### config.mk
export PLATFORM = sky130hd
export DESIGN_NAME = fir_sample_feeder
export DESIGN_NICKNAME = d
export VERILOG_FILES = /design/src/rtl/fir_sample_feeder.sv
export SDC_FILE = /design/constraint.sdc
export NUM_CORES = 1
export LEC_CHECK = 0
export CAP_MARGIN = 20
export CORE_MARGIN = 3
export CORE_UTILIZATION = 59
export DETAILED_ROUTE_END_ITERATION = 8
export PLACE_DENSITY = 0.87
export SKIP_LAST_GASP = 1
export SYNTH_ARGS = -nofsm -noshare
export SYNTH_HDL_FRONTEND = slang
export SYNTH_SLANG_ARGS = --single-unit
export TNS_END_PERCENT = 30
### constraint.sdc
create_clock -name i_clk -period 4.9 [get_ports i_clk]
set_input_delay 0.49 -clock i_clk [delete_from_list [all_inputs] [get_ports i_clk]]
set_output_delay 0.49 -clock i_clk [all_outputs]
set_load 0.02 [all_outputs]
### src/rtl/fir_sample_feeder.sv
// Sample feeder for a FIR core: buffers upstream samples and streams L data strobes, then N-1 zero strobes.
// Latency: 2 cycles from an upstream handshake to the matching o_ce; o_done follows the last strobe by 1 cycle.
// Backpressure: o_s_ready drops when the FIFO is full or L samples are taken; i_hold stalls all strobes.
module fir_sample_feeder #(
    parameter int IW    = 12,
    parameter int DEPTH = 8
) (
    input  logic          i_clk,
    input  logic          i_reset_n,
    input  logic          i_start,
    input  logic          i_clear,
    input  logic [15:0]   i_output_length,
    input  logic [3:0]    i_ntaps,
    input  logic          i_hold,
    input  logic          i_s_valid,
    input  logic [IW-1:0] i_s_data,
    output logic          o_s_ready,
    output logic          o_ce,
    output logic [IW-1:0] o_sample,
    output logic          o_busy,
    output logic          o_done,
    output logic [15:0]   o_sample_count
);

    localparam int AW = $clog2(DEPTH);

    typedef enum logic [1:0] {S_IDLE, S_STREAM, S_FLUSH, S_DONE} state_t;

    state_t        r_state;
    state_t        w_next;

    logic [IW-1:0] r_mem [DEPTH];
    logic [AW:0]   r_wr_ptr;
    logic [AW:0]   r_rd_ptr;

    logic [15:0]   r_len;
    logic [3:0]    r_ntaps;
    logic [15:0]   r_accepted;
    logic [15:0]   r_popped;
    logic [3:0]    r_flush_left;
    logic          r_ce;
    logic [IW-1:0] r_sample;
    logic          r_done;
    logic [15:0]   r_count;

    logic          w_empty;
    logic          w_full;
    logic          w_s_ready;
    logic          w_push;
    logic          w_pop;
    logic          w_flush_stb;
    logic          w_last_pop;
    logic          w_last_flush;
    logic [3:0]    w_ntaps_in;
    logic [3:0]    w_nt_eff;

    // Pointers carry one extra wrap bit so full and empty are distinguishable.
    assign w_empty      = (r_wr_ptr == r_rd_ptr);
    assign w_full       = ((r_wr_ptr ^ r_rd_ptr) == {1'b1, {AW{1'b0}}});
    // Ready looks only at the registered full flag; a pop in the same cycle never makes room.
    assign w_s_ready    = (r_state == S_STREAM) && !w_full && (r_accepted < r_len);
    assign w_push       = i_s_valid && w_s_ready && !i_clear;
    assign w_pop        = (r_state == S_STREAM) && !w_empty && !i_hold && !i_clear;
    assign w_flush_stb  = (r_state == S_FLUSH) && !i_hold && !i_clear;
    assign w_last_pop   = w_pop && (r_popped == r_len - 16'd1);
    assign w_last_flush = w_flush_stb && (r_flush_left == 4'd1);
    // A tap count of zero behaves as a single tap (no flush zeros).
    assign w_ntaps_in   = (i_ntaps == 4'd0) ? 4'd1 : i_ntaps;
    assign w_nt_eff     = (r_state == S_IDLE) ? w_ntaps_in : r_ntaps;

    assign o_s_ready      = w_s_ready;
    assign o_ce           = r_ce;
    assign o_sample       = r_sample;
    assign o_busy         = (r_state == S_STREAM) || (r_state == S_FLUSH);
    assign o_done         = r_done;
    assign o_sample_count = r_count;

    // State register.
    always_ff @(posedge i_clk or negedge i_reset_n) begin
        if (!i_reset_n) begin
            r_state <= S_IDLE;
        end else begin
            r_state <= w_next;
        end
    end

    // Next-state decode; clear overrides every other transition.
    always_comb begin
        w_next = r_state;
        case (r_state)
            S_IDLE: begin
                if (i_start) begin
                    if (i_output_length != 16'd0) begin
                        w_next = S_STREAM;
                    end else if (w_ntaps_in > 4'd1) begin
                        w_next = S_FLUSH;
                    end else begin
                        w_next = S_DONE;
                    end
                end
            end
            S_STREAM: begin
                if (w_last_pop) begin
                    w_next = (r_ntaps > 4'd1) ? S_FLUSH : S_DONE;
                end
            end
            S_FLUSH: begin
                if (w_last_flush) begin
                    w_next = S_DONE;
                end
            end
            S_DONE:  w_next = S_IDLE;
            default: w_next = S_IDLE;
        endcase
        if (i_clear) begin
            w_next = S_IDLE;
        end
    end

    // FIFO storage; contents need no reset because the pointers define validity.
    always_ff @(posedge i_clk) begin
        if (w_push) begin
            r_mem[r_wr_ptr[AW-1:0]] <= i_s_data;
        end
    end

    // Frame bookkeeping, FIFO pointers and the registered strobe/sample/done outputs.
    always_ff @(posedge i_clk or negedge i_reset_n) begin
        if (!i_reset_n) begin
            r_wr_ptr     <= '0;
            r_rd_ptr     <= '0;
            r_len        <= '0;
            r_ntaps      <= '0;
            r_accepted   <= '0;
            r_popped     <= '0;
            r_flush_left <= '0;
            r_ce         <= 1'b0;
            r_sample     <= '0;
            r_done       <= 1'b0;
            r_count      <= '0;
        end else begin
            r_ce   <= 1'b0;
            r_done <= 1'b0;
            if (i_clear) begin
                r_wr_ptr <= '0;
                r_rd_ptr <= '0;
            end else begin
                if ((r_state == S_IDLE) && i_start) begin
                    r_len      <= i_output_length;
                    r_ntaps    <= w_ntaps_in;
                    r_count    <= '0;
                    r_accepted <= '0;
                    r_popped   <= '0;
                end
                if (w_push) begin
                    r_wr_ptr   <= r_wr_ptr + (AW+1)'(1);
                    r_accepted <= r_accepted + 16'd1;
                end
                if (w_pop) begin
                    r_rd_ptr <= r_rd_ptr + (AW+1)'(1);
                    r_popped <= r_popped + 16'd1;
                    r_ce     <= 1'b1;
                    r_sample <= r_mem[r_rd_ptr[AW-1:0]];
                    r_count  <= r_count + 16'd1;
                end
                // Outside FLUSH the down-counter is preloaded with N-1 so it is ready on entry.
                if (w_flush_stb) begin
                    r_ce         <= 1'b1;
                    r_sample     <= '0;
                    r_count      <= r_count + 16'd1;
                    r_flush_left <= r_flush_left - 4'd1;
                end else if (r_state != S_FLUSH) begin
                    r_flush_left <= w_nt_eff - 4'd1;
                end
                if (r_state == S_DONE) begin
                    r_done <= 1'b1;
                end
            end
        end
    end

endmodule
* Word level (Yosys, flattened, before mapping) *
Memories as Yosys holds them, arrays and structs flattened.
Index checks and enable logic that the tools add are counted.
W data, S select, Z words.

word-level totals
  register bits = 96
  bits in writable memories = 96
  bits of input ports = 38
  output and inout bits = 32
  word-level logic and storage cells = 101
  memories kept = 1

memories
  memory  words  bits a word  rd ports  clocked after Yosys merged registers in  wr ports  RTL line  RTL
  r_mem   8      12           1         0                                        1         32        logic [IW-1:0] r_mem [DEPTH];

cells by class
  add/subtract/negate cells = 8
  order comparisons = 3
  equal/unequal tests = 11
  multiplexer cells = 30
  bitwise gates (word level) = 2
  reductions and logical operators = 34

operators with widths
  cell                     count
  $mux W16                 5
  $add A16 B1 Y16 const B  3
  $mux W4                  8
  $mux W12                 2
  $eq A16 B16 Y1           1
  $lt A16 B16 Y1           1
  $reduce_bool A16 Y1      1
  $sub A16 B1 Y16 const B  1
  $logic_and A1 B1 Y1      12
  $reduce_and A2 Y1        6
  $reduce_bool A2 Y1       6
  $mux W2                  5
  $mux W1                  9
  $ne A3 B3 Y1 const B     3
  $add A4 B1 Y4 const B    2
  $gt A4 B1 Y1 const B     2
  $pmux W2 S4              1
  $sub A4 B1 Y4 const B    2
  $eq A2 B2 Y1 const B     2
  $eq A4 B1 Y1 const B     1
  $eq A4 B4 Y1             1
  $eq A4 B4 Y1 const B     1
  $logic_not A1 Y1         4
  $logic_not A4 Y1         1
  8 further kinds          8

* Depth between registers and ports, before layout *
Gate-level depths: netlist (run 1).

  word-level depth = 9
  mapped depth = 10
  gate-level depth less buffers = 9

* Least setup slack after synthesis (run 1) *
Ideal clock, no wire load.

  path type = register to register
  start point = reg r_len[9]
  end point = mem r_mem[1][0], enable pin
  setup time = 417 ps
  arrival = 3157 ps
  data required time = 4483 ps
  slack = 1326 ps
  stages on the path, launching flop included = 10
  path buffers = 1
  period minus slack after synthesis = 3574 ps
  cell sequence = dfrtp_1 > inv_1 > ha_1 > a21o_1 > a21o_1 > a21oi_1 > o311a_1 > o21ai_1 > clkbuf_1 > nor4b_1

on the way
  longest elaborated chain between the ends = 6

ends and longest elaborated chain
  what                              RTL line  RTL
  from (decl)                       36        logic [15:0] r_len;
  from (signal assigned)            149       r_len <= i_output_length;
  $lt A16 B16 Y1                    61        assign w_s_ready = (r_state == S_STREAM) && !w_full && (r_accepted < r_len);
  $logic_and A1 B1 Y1               61
  $logic_and A1 B1 Y1 (2 in a row)  62        assign w_push = i_s_valid && w_s_ready && !i_clear;
  $mux W1                           122       if (w_push) begin
  $mux W1 (not written as such)     123       r_mem[r_wr_ptr[AW-1:0]] <= i_s_data;
  to (decl)                         32

Every way passes these cells.

* Final worst setup path (run 1) *
  start point = reg r_len[9]
  end point = mem r_mem[6][11], enable pin

Same word-level chain as after synthesis.

==> results of run 1 <==
[cells in the final DEF, fill, tap and decap left out, types with 3 or more instances in the layout]
master,synthesis,final
inv_8,0,3
o31ai_1,8,8
dfrtp_1,96,96
xnor2_1,15,15
buf_4,1,15
nor3_2,0,3
nor2_1,47,46
xor2_1,24,24
a31oi_1,3,3
nor3_1,31,28
a21oi_1,18,18
clkinv_8,0,5
a211oi_1,9,9
a21o_1,8,8
clkbuf_16,0,17
nor2b_1,5,5
inv_1,29,29
nor4_1,12,11
nand2_1,71,71
ha_1,28,28
clkdlybuf4s50_1,0,68
mux4_2,24,24
or2_2,4,4
or3_1,4,4
nand3_1,34,34
a211o_1,12,12
o22ai_1,3,3
and3_1,26,26
nand2b_1,7,7
mux2i_1,20,20
and2_1,3,3
nand4_1,16,16
o21ai_0,48,48
inv_6,0,3
o21ai_1,6,6
edfxtp_1,96,96
[layer usage]
layer | wire length, um | share of wire, % | GRT usage [%] | up-vias
met5 | 0 | 0 | 0 | -
li1 | - | - | - | 3074
met4 | 763 | 3.4 | 10.2 | 0
met2 | 11100 | 49 | 42.2 | 292
met1 | 9060 | 40 | 33.0 | 3317
met3 | 1580 | 7.0 | 6.56 | 52
[path summary, 6_finish.rpt]
kind                            start       endpoint  slack [ns]  depth (start not counted)
max                          r_len[9]   r_mem[6][11]        1.23                          9
min                         i_reset_n   o_sample[10]        0.08                          1
max reg2reg                  r_len[9]   r_mem[6][11]        1.23                          9
min reg2reg                r_ntaps[0]     r_ntaps[0]        0.49                          2
max in group asynchronous   i_reset_n  r_accepted[4]        3.69                          2
min in group i_clk         r_ntaps[0]     r_ntaps[0]        0.49                          2
[kinds of logic after synthesis]
kind of cell    after synthesis
simple gates                278
flops                       192
compound gates              138
buf+inv                      69
mux                          46
xor+xnor                     39
fa+ha+maj                    28
[Yosys cell counts (3+ instances only)]
master / number / area (sq um)
dfrtp_1: 96 / 2400
edfxtp_1: 96 / 2880
nand2_1: 71 / 267
o21ai_0: 48 / 240
nor2_1: 47 / 176
nand3_1: 34 / 170
nor3_1: 31 / 155
inv_1: 29 / 109
ha_1: 28 / 350
and3_1: 26 / 163
clkbuf_1: 24 / 90.1
mux4_2: 24 / 541
xor2_1: 24 / 210
mux2i_1: 20 / 200
a21oi_1: 18 / 90.1
nand4_1: 16 / 100
xnor2_1: 15 / 131
a211o_1: 12 / 105
nor4_1: 12 / 75.1
a211oi_1: 9 / 67.6
buf_2: 9 / 45.0
a21o_1: 8 / 60.1
o31ai_1: 8 / 60.1
nand2b_1: 7 / 43.8
o21ai_1: 6 / 30.0
nor2b_1: 5 / 31.3
buf_1: 4 / 15.0
nor3b_1: 4 / 30.0
or2_2: 4 / 25.0
or3_1: 4 / 25.0
a31oi_1: 3 / 18.8
and2_1: 3 / 18.8
nor4b_1: 3 / 26.3
o22ai_1: 3 / 18.8
[cell type report]
| type | instances | share of cell area [%] |
|---|---|---|
| Timing Repair Buffer | 85 | 7.47 |
| Sequential cell | 192 | 48.4 |
| Multi-Input combinational cell | 529 | 35.1 |
| Tap cell | 211 | 2.42 |
| Clock inverter | 15 | 1.73 |
| Clock buffer | 17 | 3.89 |
| Inverter | 29 | 0.997 |
[metrics by stage]
stage	setup slack [ns]	util [%]	hold slack, ns	instances
6_report	1.23	71.1	0.0776	1078
5_1_grt	1.07	71.1	0.111	1078
4_1_cts	1.28	70.9	0.0928	1075
3_5_place_dp	1.31	66.9	0.476	1043
3_3_place_gp	1.33	66.9	0.465	1043
2_1_floorplan	1.33	-	0.194	790
[power groups by stage]
stage | combinational [mW] | sequential (mW) | clock (mW)
6_report | 1.36 | 2.09 | 1.42
5_1_grt | 1.49 | 2.12 | 1.50
4_1_cts | 1.35 | 2.09 | 1.44
3_5_place_dp | 1.33 | 2.11 | 0
3_3_place_gp | 1.29 | 2.10 | 0
2_1_floorplan | 0.890 | 2.11 | 0
[flip-flops by register name (all words and copies together), names as in the netlist]
register and count:
r_len 16, o_done 1, r_wr_ptr 4, o_sample 12, r_rd_ptr 4, o_ce 1, r_ntaps 4, r_flush_left 4
r_state 2, r_accepted 16, r_popped 16, o_sample_count 16, r_mem 96
==> run summary, run 1 <==
The run gives 920 as the final-stage net count. The number of rows created at floorplan is 45, and the total setup violations reported at the end of the flow is 0. The count of pins over their slew limit was 0. Setup repair after global routing left no endpoint under its margin. After detailed routing, the average wire length per cell comes to 20.9 um. The synthesized-area fraction occupied by adder cells is 3.74%.

The clock net in this run drives a total of 192 sinks. For this run, the number of Yosys warnings is 0. The wire-length estimate of the detail-placed layout is 14.4 mm.

The logs give 0.921 for the placer congestion estimate and 3.73 ns for the data arrival at the endpoint of the critical path. Clock latency on the worst-skew pair, taken at its later pin, is 0.44 ns. The total buffers and inverters traversed by the critical path was 1; the synthesized area per cell was 11.8 sq um. The tree is rooted in a clkbuf_16. The remaining design rule violation count was 0; the worst vdd rail ir drop was 0.000292 V.

The logs give 51 for the largest net degree at the start of global routing and 1017 for the fill cell instance count of the final layout. Dominant register cell in the synthesized netlist: edfxtp_1. Synthesis produced 790 cells. Summing the areas of all and, or, nand and nor instances in the mapped netlist gives 15.2% of the synthesized area.

For the pin with the worst max-slew slack, the measured transition is 1.10 ns. Buffers inserted during clock tree synthesis total 17. Class of the most critical setup path: register to register.

Setup total negative slack on the finished layout was measured at 0 ns. The worst stage delay on the critical path came out at 0.95 ns. Using the TritonRoute via totals, the vias-per-cell ratio works out to 6.25. The number of hold buffers added after CTS was 0. The critical path goes through inv_1, ha_1, a21o_1, a21o_1, a21oi_1, o311a_1, o21a_2, nand2_1, nor3b_2.

The run gives 10900 sq um as the area of all placed cells without fillers. The slowest cell on the critical path is nor3b_2. The number of global-route vias before repair is 6631, and the part of the power in the clock network is 29.1%.

The power consumption was 4.88 mW. The tools report the element type at the critical path start as a register. Internal power comes to 3.20 mW.

The share of post-route cells with drive strength above 1 was 10.8%; the synthesis-stage register bit count was 192. Number of antenna violations at the first check in global routing: 0. Pin placement for this block handled 70 I/O pins. The H-tree generated during clock tree synthesis spans 4 levels. After Yosys synthesis, XOR and XNOR cells account for 3.65% of the synthesized area.

After synthesis, the netlist uses 69 different library cells. The switching power total is 1.68 mW. For the final count of hold timing violations, the log shows 0. For the worst setup path, the data required time is 4.96 ns. The total global-route track usage came out at 25.7%.

The cell type group with the largest total delay on the critical path is compound AO/OA/AOI/OAI gates. The run gives 0 as the final antenna-violating net count. For the finished layout, the period the worst path requires is 3.67 ns. The logs give 6735 for the vias after detailed routing and 26.3% for the worst relative slew slack.

The share of flip-flops with an asynchronous set or reset was 50.0%. The share of total power dissipated in sequential elements is 42.9%. The detailed router finished its first iteration with 568 violations.

The core region is 15400 sq um. Summing every instance area after synthesis gives 9360 sq um. The first global-routing pass estimated 35.1 mm of wire.

In this run the post-CTS setup repair buffer count came out at 0. Sequential elements use 56.5% of the synthesized area. The critical path's most frequent cell was a21o_1.

The worst setup path is captured at a register. For the synthesized netlist net count, the log shows 856. The total wire length is 22.5 mm.

The floorplan step defined a die boundary enclosing 17400 sq um. The final worst clock skew is 0.0161 ns, and the share of the synthesized area in compound gates (AO/OA/AOI/OAI) is 9.79%. Power spread over the standard cell area amounts to 447 nW/um^2.

TritonCTS built the clock tree. The fraction of power spent switching nets was 34.4%. The run gives 3830 sq um as the combined area of the multi-input logic cells. The mux cell area share after synthesis was 8.16%.

Number of gates resized after cts: 0. During placement, the flow inserted port buffers numbering 69. The post-placement cell area was 10300 sq um; the starting density of the core was 60.9%. No sink is reached through more buffers than the 2 on the longest clock path. Of the available clock period, the critical path in the final layout requires 74.9%. The top fanout value on the critical path was 18; the part of the total power dissipated in combinational logic was 28.0%.

In this run the static leakage power is 4.40 nW. The flow ran to the end, and the final reports show no timing, DRC or antenna violations. The area added between synthesis and finish was 16.7%.

Clock-pin slew was measured on the worst setup and hold paths at 0.08 ns. After synthesis, the largest family of logic cells by area is simple AND/OR/NAND/NOR gates. The run gives 0 as the number of antenna diodes. The number of max-capacitance violations reported is 0. For this run, the top clock speed supported by timing is 273 MHz. In this run the horizontal extent of the chip is 132 um.

Registers take 5290 sq um. Classification of the worst-slack hold path: primary input to async pin. The global route total overflow was 0; the count of flip-flops with a built-in enable after synthesis was 96.

The tools report the first-pass iteration count of the detailed router as 5. The height of the chip works out to 132 um.
(Power assumes the default switching activity.)
==> run 2: changes to the inputs <==
==> constraint.sdc (replaced) <==
create_clock -name i_clk -period 3.6 [get_ports i_clk]
set_input_delay 0.36 -clock i_clk [delete_from_list [all_inputs] [get_ports i_clk]]
set_output_delay 0.36 -clock i_clk [all_outputs]
set_load 0.02 [all_outputs]
==> run 2 against run 1 <==
Clock power increased by 35%. Count of clock-buffer cells in the layout is 1 higher. Core utilization up 0.43 points. Worst setup slack worse by 0.95 ns. Via count rose by 0.43%.
==> run summary, run 2 (same netlist as run 1, synthesis figures left out) <==
The placer congestion estimate is 0.917 (was 0.921). For the static leakage, the log shows 4.45 nW (was 4.40 nW). The run gives 0 (unchanged) as the count of pins over their slew limit. For this run, the top clock speed supported by timing is 301 MHz.

The logs give 0 (unchanged) for the final count of hold timing violations and 21.8 mm (was 22.5 mm) for the total wire length. The total of buffers placed on input and output ports is 69 (unchanged). Maximum clock path buffer count: 2 (unchanged).

Class of the most critical setup path: register to output port (was register to register). Setup repair after global routing left no endpoint under its margin. The number of flip-flops in the largest register works out to 96 (unchanged). The tools report the count of placed standard cells including taps as 1054 (was 1043). Cell chosen for the clock root: clkbuf_16 (unchanged). The overall die width is 132 um (unchanged).

For the number of max-capacitance violations reported, the log shows 0 (unchanged). The classification of the worst-slack hold path is primary input to async pin (unchanged). The vias after detailed routing is 6764 (was 6735).

The top-level port count is 70 (unchanged). The element type at the critical path start is a register (unchanged). The logs give 15400 sq um (unchanged) for the core region area and 60.9% (unchanged) for the starting density of the core. The ratio of routed vias to standard cells is 6.22 (was 6.25), and the global route total overflow is 0 (unchanged). The tools report the part of the power in the clock network as 28.7% (was 29.1%).

The first-pass iteration count of the detailed router came out at 6 (was 5). The run gives 43.0% (was 42.9%) as the relative contribution of sequential cells to total power. The total setup violations reported at the end of the flow is 0 (unchanged). The hold-fix buffer count after cts is 0 (unchanged). The endpoint type of the worst setup path is an output port (was a register).

The logs give 6669 (was 6631) for the number of global-route vias before repair and 0 (unchanged) for the remaining design rule violation count. The count of placed standard cells in the final layout, fillers left out was 1087 (was 1078). For the share of the core filled with cells, the log shows 71.5% (was 71.1%).

The run gives 43.7% (was 26.3%) as the worst relative slew slack. For the DRC marker count from the first detailed-route iteration, the log shows 590 (was 568). Fraction of power spent switching nets: 34.7% (was 34.4%). Top library cells by usage in the layout, fill and taps aside: dfrtp_1 (96), edfxtp_1 (96), nand2_1 (71), clkdlybuf4s50_1 (68), o21ai_0 (48) (unchanged).

TritonCTS built the clock tree. The clock-pin transition on the worst setup and hold timing paths is 0.08 ns (about the same), and the largest net degree at the start of global routing is 64 (was 51). For the CTS sink count, the log shows 192 (unchanged).

Top fanout value on the critical path: 6 (was 18). The fill cell instance count of the final layout was 979 (was 1017); the number of antenna violations at the first check in global routing was 0 (unchanged). For the finished layout, the period the worst path requires is 3.32 ns.

The run gives 0.44 ns (about the same) as the clock latency on the worst-skew pair. The flow ran to the end, and the final reports show no timing, DRC or antenna violations. The level count of the clock H-tree was 4 (unchanged); the cell-internal power was 4.33 mW (was 3.20 mW). For the part of the total power dissipated in combinational logic, the log shows 28.2% (was 28.0%). The area added between synthesis and finish is 17.5% (was 16.7%), and the power consumption is 6.63 mW (was 4.88 mW). The final-stage net count is 929 (was 920). The HPWL after detailed placement is 14.5 mm (was 14.4 mm), and the transition time at the pin with the least slew margin is 0.844 ns (was 1.10 ns). The worst stage delay on the critical path came out at 0.61 ns (was 0.95 ns). The final setup TNS came out at 0 ns (unchanged). Total global-route track usage: 25.7% (about the same). The run gives 0.0133 ns (was 0.0161 ns) as the final worst clock skew. The power per unit of standard cell area works out to 603 nW/um^2 (was 447 nW/um^2). The logs give 45 (unchanged) for the number of rows created at floorplan and 35.4 mm (was 35.1 mm) for the global-route wire length before repair.

The final antenna-violating net count is 0 (unchanged). The run gives 0 (unchanged) as the number of antenna diodes. The switching power total came out at 2.30 mW (was 1.68 mW).

The data arrival at the endpoint of the critical path is 2.96 ns (was 3.73 ns). The slowest cell on the critical path was clkdlybuf4s50_1 (was nor3b_2). Ordered list of cells on the worst path: inv_1, ha_1, a21o_1, a21o_1, a21oi_1, o311a_1, o21a_1, clkdlybuf4s50_1 (was inv_1, ha_1, a21o_1, a21o_1, a21oi_1, o311a_1, o21a_2, nand2_1, nor3b_2). The share of post-route cells with drive strength above 1 is 11.9% (was 10.8%).

The run gives 17 (unchanged) as the total clock buffers created by CTS. Critical path's most frequent cell: a21o_1 (unchanged). Worst vdd rail ir drop: 0.000372 V (was 0.000292 V). The average wire per cell in the routed design works out to 20.0 um (was 20.9 um).

Post-CTS setup buffer count: 0 (unchanged). The required time at the worst-slack endpoint is 3.24 ns (was 4.96 ns), and the height of the chip is 132 um (unchanged). The floorplan die area was 17400 sq um (unchanged); the number of gates resized after cts was 0 (unchanged). The worst path uses 92.2% of the clock period.
## run 2: changes by cell type in the layout (fill, tap and decap cells not counted)
cell,delta
inv_6,-2
clkbuf_8,+1
clkinv_8,+1
buf_4,+11
inv_12,+1
clkinv_1,-1
bufinv_16,-1
inv_8,+1
buf_6,-2
## run 2: area by class of cell
| cell class | instances | area, sq um | share of cell area (%) |
|---|---|---|---|
| Tap cell | 211 | 264 | 2.40 |
| Clock inverter | 14 | 181 | 1.65 |
| Clock buffer | 18 | 439 | 4.00 |
| Sequential cell | 192 | 5290 | 48.1 |
| Timing Repair Buffer | 94 | 876 | 7.97 |
| Multi-Input combinational cell | 529 | 3830 | 34.9 |
| Inverter | 29 | 109 | 0.991 |
## run 2: worst paths after layout
kind / endpoint / startpoint / cells after the start / slack, ns
worst max register to register: r_mem[6][10] / r_len[9] / 10 / 0.49
max in group asynchronous: r_len[12] / i_reset_n / 2 / 2.79
worst min register to register: o_sample[5] / o_sample[5] / 2 / 0.49
min in group i_clk: o_sample[5] / o_sample[5] / 2 / 0.49
worst max-delay path: o_s_ready / r_len[9] / 8 / 0.28
worst min-delay path: r_popped[4] / i_reset_n / 1 / 0.02
## run 2: metrics by stage
stage | cell area (sq um) | worst slack (ns) | hold slack, ns
3_5_place_dp | 10400 | 0.381 | 0.475
3_3_place_gp | 10400 | 0.381 | 0.459
2_1_floorplan | 9360 | 0.0263 | 0.0644
5_1_grt | 11000 | 0.111 | 0.0688
4_1_cts | 11000 | 0.279 | 0.0446
6_report | 11000 | 0.280 | 0.0179
## run 2: worst max-delay path, delay by kind of cell (launching register included)
family                     cells  cell delay [ns]
adders and majority gates      1             0.31
AOI/OAI and AO/OA              5             1.08
buffers and inverters          2             0.70
DFF                            1             0.43
## run 2: metal layers
| layer | GRT usage [%] | part of all wire [%] | routed length [um] |
|---|---|---|---|
| met5 | 0 | 0 | 0 |
| met4 | 8.34 | 2.6 | 562 |
| met3 | 6.30 | 7.2 | 1580 |
| met2 | 41.4 | 49 | 10600 |
| met1 | 34.9 | 42 | 9040 |
## run 2: power by group through the flow
stage	Sequential [mW]	Clock, mW	Combinational, mW
3_5_place_dp	2.88	0	1.83
4_1_cts	2.84	1.93	1.86
3_3_place_gp	2.86	0	1.78
5_1_grt	2.89	2.03	2.05
2_1_floorplan	2.87	0	1.21
6_report	2.85	1.91	1.87
==> run 3: changes to the inputs <==
--- a/config.mk
+++ b/config.mk
@@ -5,11 +5,13 @@
 export SDC_FILE = /design/constraint.sdc
 export NUM_CORES = 1
 export LEC_CHECK = 0
+export ABC_CLOCK_PERIOD_IN_PS = 3600
 export CAP_MARGIN = 20
 export CORE_MARGIN = 3
 export CORE_UTILIZATION = 59
 export DETAILED_ROUTE_END_ITERATION = 8
 export PLACE_DENSITY = 0.87
+export REMOVE_ABC_BUFFERS = 1
 export SKIP_LAST_GASP = 1
 export SYNTH_ARGS = -nofsm -noshare
 export SYNTH_HDL_FRONTEND = slang
==> run 3 against run 2 <==
Fmax increased by 1.8%. Cell area is 0.40% higher. Sequential cell count is the same. Routed wire length rose by 0.52%. Clock power barely moved. Largest cell class unchanged.
==> run summary, run 3 (same netlist as run 1, synthesis figures left out) <==
The run finished with clean final reports. The post-layout worst setup margin was 0.340 ns (was 0.280 ns). Endpoint type of the worst setup path: an output port (unchanged). The count of placed standard cells in the final layout, fillers left out is 1094 (was 1087), and the first-pass iteration count of the detailed router is 5 (was 6).

The final critical-path required period came out at 3.26 ns (was 3.32 ns). The element type at the critical path start was a register (unchanged). The run gives 45 (unchanged) as the number of rows created at floorplan. The class of the most critical setup path is register to output port (unchanged). The total of buffers placed on input and output ports is 69 (unchanged). The remaining design rule violation count is 0 (unchanged), and the area added between synthesis and finish is 17.9% (was 17.5%). The number of gates resized after cts came out at 0 (unchanged). The floorplan die area is 17400 sq um (unchanged), and the ratio of routed vias to standard cells is 6.19 (was 6.22).

The fill cell instance count of the final layout came out at 996 (was 979). The post-CTS setup buffer count was 0 (unchanged); the placer congestion estimate was 0.863 (was 0.917). The count of placed standard cells including taps is 1061 (was 1054), and the power consumption is 6.62 mW (was 6.63 mW). The CTS sink count was 192 (unchanged); the hold-fix buffer count after cts was 1 (was 0). Global route total overflow: 0 (unchanged). The DRC marker count from the first detailed-route iteration was 559 (was 590); the pre-CTS setup slack was 0.553 ns (was 0.381 ns). The final count of hold timing violations was 0 (unchanged).

Total setup violations reported at the end of the flow: 0 (unchanged). The cell chosen for the clock root is clkbuf_16 (unchanged). Top library cells by usage in the layout, fill and taps aside: dfrtp_1 (96), edfxtp_1 (96), nand2_1 (71), clkdlybuf4s50_1 (68), o21ai_0 (48) (unchanged). The total clock buffers created by CTS is 17 (unchanged), and the global-route wire length before repair is 35.9 mm (was 35.4 mm). For the HPWL after detailed placement, the log shows 15.2 mm (was 14.5 mm). Top-level port count: 70 (unchanged).

The logs give 4.48 nW (was 4.45 nW) for the static leakage and 0 (unchanged) for the number of antenna diodes. The transition time at the pin with the least slew margin is 0.748 ns (was 0.844 ns). The slowest cell on the critical path is clkdlybuf4s50_1 (unchanged). The average wire per cell in the routed design was 20.0 um (about the same); the share of the core filled with cells was 71.8% (was 71.5%). The top fanout value on the critical path was 6 (unchanged). The clock latency on the worst-skew pair is 0.45 ns (was 0.44 ns), and the final-stage net count is 936 (was 929). The final worst clock skew came out at 0.0134 ns (was 0.0133 ns). The worst vdd rail ir drop is 0.000452 V (was 0.000372 V), and the power per unit of standard cell area is 600 nW/um^2 (was 603 nW/um^2).

The height of the chip was 132 um (unchanged); the number of max-capacitance violations reported was 0 (unchanged). The final critical-path share of the clock period works out to 90.6% (was 92.2%). Ordered list of cells on the worst path: inv_1, ha_1, a21o_1, a21o_1, a21oi_1, o311a_1, o21a_1, clkdlybuf4s50_1 (unchanged). The core region area came out at 15400 sq um (unchanged). The run gives 4 (unchanged) as the level count of the clock H-tree. The largest net degree at the start of global routing was 56 (was 64). The share of post-route cells with drive strength above 1 is 12.3% (was 11.9%). Classification of the worst-slack hold path: register to register (was primary input to async pin). The maximum clock frequency was 307 MHz (was 301 MHz); the required time at the worst-slack endpoint was 3.24 ns (about the same).

The maximum clock path buffer count was 2 (unchanged); the overall die width was 132 um (unchanged). The clock-pin transition on the worst setup and hold timing paths works out to 0.08 ns (about the same). For the final hold slack, the log shows 0.487 ns (was 0.0179 ns). The number of flip-flops in the largest register came out at 96 (unchanged).

The starting density of the core was 60.9% (unchanged); the number of global-route vias before repair was 7018 (was 6669). The tools report the data arrival at the endpoint of the critical path as 2.90 ns (was 2.96 ns). Critical path's most frequent cell: a21o_1 (unchanged). Setup repair after global routing left no endpoint under its margin.

Count of pins over their slew limit: 0 (unchanged). The logs give 21.9 mm (was 21.8 mm) for the total wire length and 50.2% (was 43.7%) for the worst relative slew slack. The run gives 0 (unchanged) as the number of antenna violations at the first check in global routing. For the total global-route track usage, the log shows 25.9% (was 25.7%). The worst stage delay on the critical path is 0.61 ns (about the same). The run gives 6773 (was 6764) as the vias after detailed routing. TritonCTS built the clock tree. The run gives 0 (unchanged) as the final antenna-violating net count.
-- run 3: cell types whose count changed in the layout (fill, tap and decap cells not counted), sizes merged --
| cell | delta |
|---|---|
| clkinv | -2 |
| inv | +2 |
| dlygate4sd3 | +1 |
| buf | +6 |
-- run 3: area by class of cell --
cell class / instances / area (sq um) / area share, %
sequential: 192 / 5290 / 47.9
multi-input combinational: 529 / 3830 / 34.8
timing repair buffer: 101 / 931 / 8.44
clock buffer: 18 / 429 / 3.89
tap: 211 / 264 / 2.39
clock inverter: 14 / 180 / 1.63
inverter: 29 / 109 / 0.987
-- run 3: stage by stage --
step	cell area, sq um	setup TNS, ns
2_1_floorplan	9180	-40.04
3_3_place_gp	10400	0
3_5_place_dp	10400	0
4_1_cts	11000	0
5_1_grt	11000	0
6_report	11000	0
-- run 3: path summary, 6_finish.rpt --
path	start	endpoint	slack, ns	cells past startpoint
worst max-delay path	r_len[9]	o_s_ready	0.34	8
min in group asynchronous	i_reset_n	r_accepted[8]	0.53	2
worst max register to register	r_len[9]	r_mem[6][4]	0.52	10
worst min-delay path	o_sample[10]	o_sample[10]	0.49	2
worst min register to register	o_sample[10]	o_sample[10]	0.49	2
max in group asynchronous	i_reset_n	r_popped[12]	2.27	3
-- run 3: report_power, final --
| group | switching (mW) | internal, mW |
|---|---|---|
| combinational | 1.06 | 0.810 |
| sequential | 0.293 | 2.56 |
| clock | 0.945 | 0.950 |
| total | 2.30 | 4.32 |
-- run 3: metal layers --
| metal | vias up | GRT usage [%] | wire (um) |
|---|---|---|---|
| li1 | 3109 | - | - |
| met1 | 3344 | 33.9 | 9070 |
| met2 | 260 | 42.7 | 10900 |
| met3 | 60 | 4.96 | 1260 |
| met4 | 0 | 11.1 | 664 |
| met5 | - | 0 | 0 |
-- run 3: critical path, delay by kind of cell (launching register included) --
family / cells / cell delay, ns
buffers and inverters: 2 / 0.72
AO/OA/AOI/OAI: 5 / 0.99
flip-flops: 1 / 0.42
adder cells (fa/ha/maj): 1 / 0.33
